===== src/rtl/weight_stream_reader_pkg.sv =====
// Shared ANN constants for the weight-RAM read path: weight width, per-neuron
// weight count, derived address width and the reader FSM encoding.
package weight_stream_reader_pkg;

  localparam int unsigned ANN_DW    = 16;
  localparam int unsigned ANN_DEPTH = 28;
  localparam int unsigned ANN_AW    = $clog2(ANN_DEPTH);

  typedef enum logic [1:0] {
    ST_IDLE,
    ST_FETCH,
    ST_DRAIN
  } wsr_state_e;

endpackage


===== src/rtl/weight_stream_reader_skid_fifo.sv =====
// Two-entry FIFO whose head is always a register, so the consumer never sees
// the RAM output directly; absorbs one stalled word plus one in-flight read.
module weight_skid_fifo #(
  parameter int unsigned W = 21
) (
  input  logic         clk_i,
  input  logic         rst_i,
  input  logic         push_i,
  input  logic [W-1:0] push_data_i,
  input  logic         pop_i,
  output logic [W-1:0] head_o,
  output logic         valid_o,
  output logic [1:0]   count_o
);

  logic [W-1:0] head_q;
  logic [W-1:0] tail_q;
  logic [1:0]   count_q;
  logic         pop_ok;

  assign pop_ok  = pop_i && (count_q != 2'd0);
  assign head_o  = head_q;
  assign valid_o = (count_q != 2'd0);
  assign count_o = count_q;

  always_ff @(posedge clk_i) begin
    if (rst_i) begin
      head_q  <= '0;
      tail_q  <= '0;
      count_q <= '0;
    end else begin
      case ({push_i, pop_ok})
        2'b10: begin
          if (count_q == 2'd0) begin
            head_q  <= push_data_i;
            count_q <= 2'd1;
          end else if (count_q == 2'd1) begin
            tail_q  <= push_data_i;
            count_q <= 2'd2;
          end
        end
        2'b01: begin
          head_q  <= tail_q;
          count_q <= count_q - 2'd1;
        end
        2'b11: begin
          // Occupancy unchanged; the tail (if any) advances into the head.
          if (count_q == 2'd1) begin
            head_q <= push_data_i;
          end else begin
            head_q <= tail_q;
            tail_q <= push_data_i;
          end
        end
        default: ;
      endcase
    end
  end

endmodule


===== src/rtl/weight_stream_reader.sv =====
// Read-side sequencer for one weight block RAM: sequential reads on START,
// presented as an indexed valid/ready stream through a 2-entry skid FIFO.
module weight_stream_reader
  import weight_stream_reader_pkg::*;
#(
  parameter int unsigned DEPTH = ANN_DEPTH,
  parameter int unsigned AW    = ANN_AW,
  parameter int unsigned DW    = ANN_DW
) (
  input  logic          CLK,
  input  logic          RST,
  input  logic          START,
  output logic          BUSY,
  output logic          DONE,
  output logic [AW-1:0] BRAM_ADDR,
  output logic          BRAM_EN,
  output logic          BRAM_WE,
  output logic [DW-1:0] BRAM_DI,
  input  logic [DW-1:0] BRAM_DO,
  output logic [DW-1:0] W_DATA,
  output logic [AW-1:0] W_INDEX,
  output logic          W_VALID,
  input  logic          W_READY,
  output logic          W_LAST
);

  localparam logic [AW-1:0] LAST_ADDR = AW'(DEPTH - 1);

  wsr_state_e    state_q;
  logic [AW-1:0] addr_q;
  logic          en_q;
  logic          busy_q;
  logic          done_q;

  logic [AW-1:0] addr_nxt;
  logic          pop;
  logic          credit;
  logic          issue;
  logic [1:0]    count;
  logic [AW+DW-1:0] head;

  assign BRAM_ADDR = addr_q;
  assign BRAM_EN   = en_q;
  assign BRAM_WE   = 1'b0;
  assign BRAM_DI   = '0;
  assign BUSY      = busy_q;
  assign DONE      = done_q;

  assign W_INDEX = head[AW+DW-1:DW];
  assign W_DATA  = head[DW-1:0];
  assign W_LAST  = W_VALID && (W_INDEX == LAST_ADDR);

  assign pop      = W_VALID && W_READY;
  assign addr_nxt = (addr_q == LAST_ADDR) ? addr_q : addr_q + 1'b1;
  // en_q doubles as the in-flight flag: a read issued last cycle lands now.
  assign credit   = (({1'b0, count} + {2'b00, en_q}) - {2'b00, pop}) < 3'd2;

  always_comb begin
    issue = 1'b0;
    case (state_q)
      ST_IDLE:  issue = START;
      ST_FETCH: issue = credit;
      default:  issue = 1'b0;
    endcase
  end

  always_ff @(posedge CLK) begin
    if (RST) begin
      state_q <= ST_IDLE;
      addr_q  <= '0;
      en_q    <= 1'b0;
      busy_q  <= 1'b0;
      done_q  <= 1'b0;
    end else begin
      en_q   <= issue;
      done_q <= 1'b0;
      case (state_q)
        ST_IDLE: begin
          if (START) begin
            addr_q  <= '0;
            busy_q  <= 1'b1;
            state_q <= (LAST_ADDR == '0) ? ST_DRAIN : ST_FETCH;
          end
        end
        ST_FETCH: begin
          if (issue) begin
            addr_q <= addr_nxt;
            if (addr_nxt == LAST_ADDR) state_q <= ST_DRAIN;
          end
        end
        ST_DRAIN: begin
          if (pop && W_LAST) begin
            state_q <= ST_IDLE;
            busy_q  <= 1'b0;
            done_q  <= 1'b1;
          end
        end
        default: state_q <= ST_IDLE;
      endcase
    end
  end

  weight_skid_fifo #(
    .W (AW + DW)
  ) u_fifo (
    .clk_i       (CLK),
    .rst_i       (RST),
    .push_i      (en_q),
    .push_data_i ({addr_q, BRAM_DO}),
    .pop_i       (pop),
    .head_o      (head),
    .valid_o     (W_VALID),
    .count_o     (count)
  );

endmodule


===== config.mk =====
export PLATFORM = sky130hd
export DESIGN_NAME = weight_stream_reader
export DESIGN_NICKNAME = d
export VERILOG_FILES = /design/src/rtl/weight_stream_reader_pkg.sv /design/src/rtl/weight_stream_reader_skid_fifo.sv /design/src/rtl/weight_stream_reader.sv
export SDC_FILE = /design/constraint.sdc
export NUM_CORES = 1
export LEC_CHECK = 0
export BUFFER_PORTS_ARGS = -buffer_cell sky130_fd_sc_hd__buf_2
export CAP_MARGIN = 40
export CELL_PAD_IN_SITES_DETAIL_PLACEMENT = 1
export CELL_PAD_IN_SITES_GLOBAL_PLACEMENT = 1
export CORE_UTILIZATION = 41
export CTS_BUF_LIST = sky130_fd_sc_hd__clkbuf_4
export DETAILED_ROUTE_END_ITERATION = 16
export GPL_TIMING_DRIVEN = 1
export PLACE_DENSITY_LB_ADDON = 0.1
export SLEW_MARGIN = 15
export SYNTH_ARGS = -nofsm -noshare
export SYNTH_HDL_FRONTEND = slang
export SYNTH_SLANG_ARGS = --single-unit

===== constraint.sdc =====
create_clock -name CLK -period 3.3 [get_ports CLK]
set_input_delay 0.165 -clock CLK [delete_from_list [all_inputs] [get_ports CLK]]
set_output_delay 0.165 -clock CLK [all_outputs]
set_load 0.02 [all_outputs]

---- After elaboration in Yosys (flattened, before gate mapping) ----
Index checks and enable logic that the tools add are counted.
word-level totals
  bits in registers ....................... 54
  bits of input ports ..................... 20
  logic and storage cells ................. 73
operators by class
  add/sub/neg operators ................... 4
  order comparisons ....................... 1
  eq/ne operators ......................... 17
  muxes and demuxes ....................... 23
  bitwise gates (word level) .............. 1
  reduce and logical (&&, ||, !) cells .... 19
operators with widths
  cell                 number
  $mux 21              4
  $pmux 21 s3          1
  $pmux 21 s2          1
  $eq 5x5->1 const B   3
  $mux 5               3
  $mux 2               6
  $ne 2x2->1 const B   6
  $pmux 5 s2           1
  $reduce_bool 2->1    5
  $reduce_and 3->1     3
  $eq 2x1->1 const B   3
  $eq 2x2->1 const B   3
  $pmux 2 s3           1
  $add 5x1->5 const B  1
  $logic_and 1x1->1    4
  $logic_not 2->1      2
  $pmux 1 s2           2
  $pmux 2 s2           1
  $reduce_and 2->1     2
  $reduce_and 4->1     1
  $add 2x1->3          1
  $lt 3x2->1 const B   1
  $mux 1               3
  $ne 3x1->1 const B   1
  other kinds (6)      6

---- Depth between registers and ports, before layout ----
  depth in word-level cells ............... 7
  depth in mapped cells ................... 11

---- By module ----
Synthesis repeated with hierarchy kept, for this count alone.
second synthesis, totals
  cell total of the unflattened synthesis .. 314
  area total of the unflattened synthesis .. 2746.4 µm²
by module, submodules not included
  module                instances  cells an instance  area an instance (µm²)  seq. area each (µm²)
  weight_skid_fifo      1          225                1995.7                  880.8
  weight_stream_reader  1          89                 750.7                   200.2

---- Least setup slack after synthesis ----
Ideal clock, no wire load.
  path kind ............................... register -> register
  start ................................... register u_fifo.count_q[1] (netlist: u_fifo.count_o[1])
  end ..................................... register addr_q[0] (netlist: BRAM_ADDR[0])
  library setup time ...................... 0.075 ns
  arrival ................................. 2.586 ns
  data required time ...................... 3.225 ns
  slack ................................... 0.640 ns
  stages on the path, launching flop included .. 12
  path buffers ............................ 0
  period minus slack after synthesis ...... 2.660 ns
  cell sequence ........................... dfxtp_1 > inv_1 > ha_1 > nand2b_2 > inv_1 > ha_1 > nand2b_1 > fa_1 > nor2b_2 > nand3_1 > or3_1 > a31oi_1
on the way
  longest elaborated chain between the ends .. 7
  elaborated cells on any way between the ends .. 8
  those cells by class .................... 2 x add/sub; 1 x order compare; 1 x eq/ne; 1 x mux; 3 x reduce/logical
ends and longest elaborated chain
  item                                                 line                                  text
  start, declared                                      weight_stream_reader_skid_fifo.sv:18  logic [1:0] count_q;
  start signal, assigned                               weight_stream_reader_skid_fifo.sv:44  count_q <= count_q - 2'd1;
  branches (longest 2 deep; another with $add 2x1->3)  -
  $sub 3x1->3 *                                        weight_stream_reader.sv:56            assign credit = (({1'b0, count} + {2'b00, en_q}) - {2'b00, pop}) < 3'd2;
  $lt 3x2->1 *                                         weight_stream_reader.sv:56
  $pmux 1 s2 *                                         weight_stream_reader.sv:60            case (state_q)
  $ne 2x2->1 (no line) *                               -
  $reduce_and 3->1 (no line) *                         -
  end signal, assigned                                 weight_stream_reader.sv:87            addr_q <= addr_nxt;
  end, declared                                        weight_stream_reader.sv:30            logic [AW-1:0] addr_q;
Every way passes the cells marked *.
A chain may end at the register's enable or synchronous reset.

---- Worst setup path after layout ----
Ends and elaborated chain as after synthesis.

==> out/qor_table.md <==
| Stage | Item | This run |
|:---|:---|:---|
| timing | RSZ-0062 raised after global routing | false |
| floorplanning | Initial Utilization | 0.425 |
| route | Detailed-route wire length per cell | 15.1 um |
| synthesis | Number of cells produced by synthesis | 280 |
| finish | Fraction of layout cells with a size suffix above 1 | 0.297 |
| place | Number of I/O port buffers | 50 |
| timing | Shortest clock period the worst path allows after layout | 3.02 ns |
| timing | Count of final max-slew check failures | 0 |
| critical path | CP Launch Type | flop |
| clock tree | TritonCTS Sinks | 54 |
| timing | Setup-violating endpoint count in the final report | 0 |
| finish | Most used cells in the layout excluding fill and tap cells | sky130_fd_sc_hd__dfxtp_1 (54), sky130_fd_sc_hd__buf_2 (50), sky130_fd_sc_hd__nor2_1 (46), sky130_fd_sc_hd__mux2i_1 (23), sky130_fd_sc_hd__a22oi_1 (21) |
| timing | Hold violation count in the final report | 0 |
| floorplanning | Vertical extent of the die | 83.4 um |
| critical path | Worst setup path category | flop to flop |
| flow run | Max_cap viols | 0 |
| timing | Sum of negative setup slack | 0 ns |
| route | First drt pass iteration count | 4 |
| route | DR DRC count | 0 |
| clock tree | Root buffer cell | sky130_fd_sc_hd__clkbuf_4 |
| route | Antenna violation net count after detailed routing | 0 |
| global routing | Largest net degree at the start of global routing | 34 |
| finish | Final-stage net count | 348 |
| clock tree | Buffer count from post-CTS setup fixing | 0 |
| global routing | Grt total ovfl | 0 |
| route | 1st-iter DRT viols | 65 |
| route | Via density | 5.26 |
| place | Estimated wirelength of the detail-placed design | 4290 um |
| synthesis | Count of flip-flops with a built-in enable after synthesis | 0 |
| floorplanning | Core region area | 6390 um^2 |
| critical path | Required time at the endpoint of the critical path | 3.60 ns |
| synthesis | Most used flip-flop cell after synthesis | sky130_fd_sc_hd__dfxtp_1 |
| timing | Slack of the critical path | 0.279 ns |
| worst hold path | Hold crit path type | input port to flop |
| clock tree | Worst-Skew Late Latency | 0.38 ns |
| synthesis | Cell area after technology mapping | 2720 um^2 |
| clock tree | Number of CTS-inserted buffers | 5 |
| finish | Antenna cells | 0 |
| pwr | Worst ir drop on vdd | 378 uV |
| global routing | Number of global-route vias before repair | 2,117 |
| timing | Crit share post-route | 0.916 |
| critical path | Data arrival time at the worst-slack endpoint | 3.32 ns |
| pwr | Total power per unit cell area | 836 nW/um^2 |
| clock tree | CTS-repair resized insts | 0 |
| synthesis | Proportion of synthesized chip area in sequential cells | 0.398 |
| global routing | Wire length of the first global-routing pass | 10,100 um |
| clock tree | Hold buffers post-CTS | 0 |
| critical path | Type of element capturing the critical path | flop |
| timing | Clk_skew | 0.0243 ns |
| floorplanning | DIE WIDTH | 83.4 um |
| finish | Area added between synthesis and finish | 10.2% |
| clock tree | Deepest clock path buffer count | 2 |
| synthesis | Total of warnings raised by yosys | 0 |
| place | Post-placement setup slack | 0.291 ns |
| synthesis | Synth Register Bits | 54 |
| place | Routability cong. | 0.728 |
| clock tree | Number of H-tree branching levels | 2 |
| floorplanning | Row cnt | 29 |
| route | Final WL | 6000 um |
| global routing | Antenna violations before repair | 0 |
| clock tree | Worst-path clk slew | 0.17 ns |
| critical path | Register-to-register setup slack | 0.28 ns |
| synthesis | Syn Area/Cell | 9.70 um^2 |
| pwr | Reported leakage power | 0.00124 uW |
| global routing | Global-route usage over all layers | 0.179 |
| synthesis | Count of distinct cell types in the synthesized netlist | 47 |
| floorplanning | Number of top-level pins | 68 |
| timing | Slew at the pin closest to its max-slew limit | 0.754 ns |
| clock tree | CTS tree | built |
| finish | Most common cell after layout, fill and taps aside | sky130_fd_sc_hd__dfxtp_1 |
| timing | Maximum frequency from static timing analysis | 0.331 GHz |
| route | Via total after detailed routing | 2,089 |
| timing | Worst slew slack as a fraction of its limit | 0.498 |
| floorplanning | Total die area | 6950 um^2 |
| status | Run status | complete, no violations |
| finish | Count of filler cells inserted in the layout | 758 |
| critical path | Worst Path Max Fanout | 6 |
| finish | Total area of sequential cells | 1080 um^2 |
| finish | Area occupied by multi-input gates | 1430 um^2 |
| synthesis | Async set or reset register ratio after synthesis | 0 |
synth_stat cells (all sizes together) (3+ instances only):
library cell  count  area [um^2]
nand3b            3         22.5
nand4             4         31.3
nand3             7         35.0
a31oi             6         37.5
nand2b            5         33.8
a21oi             4         20.0
nor2             46          173
nand2             6         22.5
buf              33          224
a22oi            22          170
dfxtp            54         1080
a211oi           21          253
mux2i            24          240
ha                7         87.6
o21ai             3         18.8
clkbuf            5         20.0
inv               8         30.0
logic make-up (layout without fill, tap and decap cells):
kind of cell,count (synthesis),after routing,synth area share
AOI/OAI and AO/OA,60,60,0.196
xor gates and xnor gates,2,2,0.00921
adders and majority gates,8,8,0.0396
buffers and inverters,46,70,0.101
DFF,54,54,0.398
muxes,25,25,0.0940
other,1,17,0.00138
and+or+nand+nor,84,84,0.161
per-layer routing:
metal,vias to the layer above,track usage,part of all wire
li1,1039,-,-
met1,1001,0.224,0.47
met2,43,0.306,0.48
met3,6,0.0378,0.035
met4,0,0.0596,0.011
met5,-,0,0
power breakdown:
group | internal [uW] | switching, uW
Sequential | 827 | 134
Clock | 79.2 | 211
Combinational | 466 | 784
worst max-delay path, stage by stage, from the launching register on:
cell and delay [ns]:
sky130_fd_sc_hd__dfxtp_1 0.48, sky130_fd_sc_hd__inv_1 0.10, sky130_fd_sc_hd__ha_1 0.28, sky130_fd_sc_hd__nand2b_2 0.27, sky130_fd_sc_hd__inv_1 0.08, sky130_fd_sc_hd__ha_1 0.21
sky130_fd_sc_hd__nand2b_1 0.15, sky130_fd_sc_hd__fa_1 0.49, sky130_fd_sc_hd__nor2b_2 0.23, sky130_fd_sc_hd__nand3_1 0.15, sky130_fd_sc_hd__or3_1 0.39, sky130_fd_sc_hd__a31oi_1 0.13
final timing paths:
check,cells past startpoint,from,end
max,11,u_fifo.count_o[1],BRAM_ADDR[0]
min,3,BRAM_DO[5],u_fifo.tail_q[5]
min reg2reg,2,BUSY,BUSY
max reg2reg,11,u_fifo.count_o[1],BRAM_ADDR[0]
layout make-up:
type / instances / share of cell area
Multi-Input combinational cell: 196 / 0.479
Sequential cell: 54 / 0.361
Timing Repair Buffer: 55 / 0.100
Tap cell: 77 / 0.0322
Clock buffer: 5 / 0.0125
Inverter: 8 / 0.0100
Clock inverter: 2 / 0.00502
state kept, by name, summed over array words and instances, names as in the netlist:
signal	cells
BRAM_ADDR	5
BRAM_EN	1
u_fifo.tail_q	21
DONE	1
u_fifo.count_o	2
BUSY	1
state_q	2
u_fifo.head_o	21
through the flow:
stage          hold slack (ns)   util  cell area [um^2]  std cells  total power, uW
3_3_place_gp             0.415  0.460              2940        390             2210
5_1_grt                 0.0227  0.469              2990        397             2690
6_report                0.0187  0.469              2990        397             2500
4_1_cts                0.00685  0.469              2990        397             2540
2_1_floorplan            0.312      -              2780        296             1920
3_5_place_dp             0.431  0.460              2940        390             2240
No activity file was read; power rests on OpenSTA's default activity.
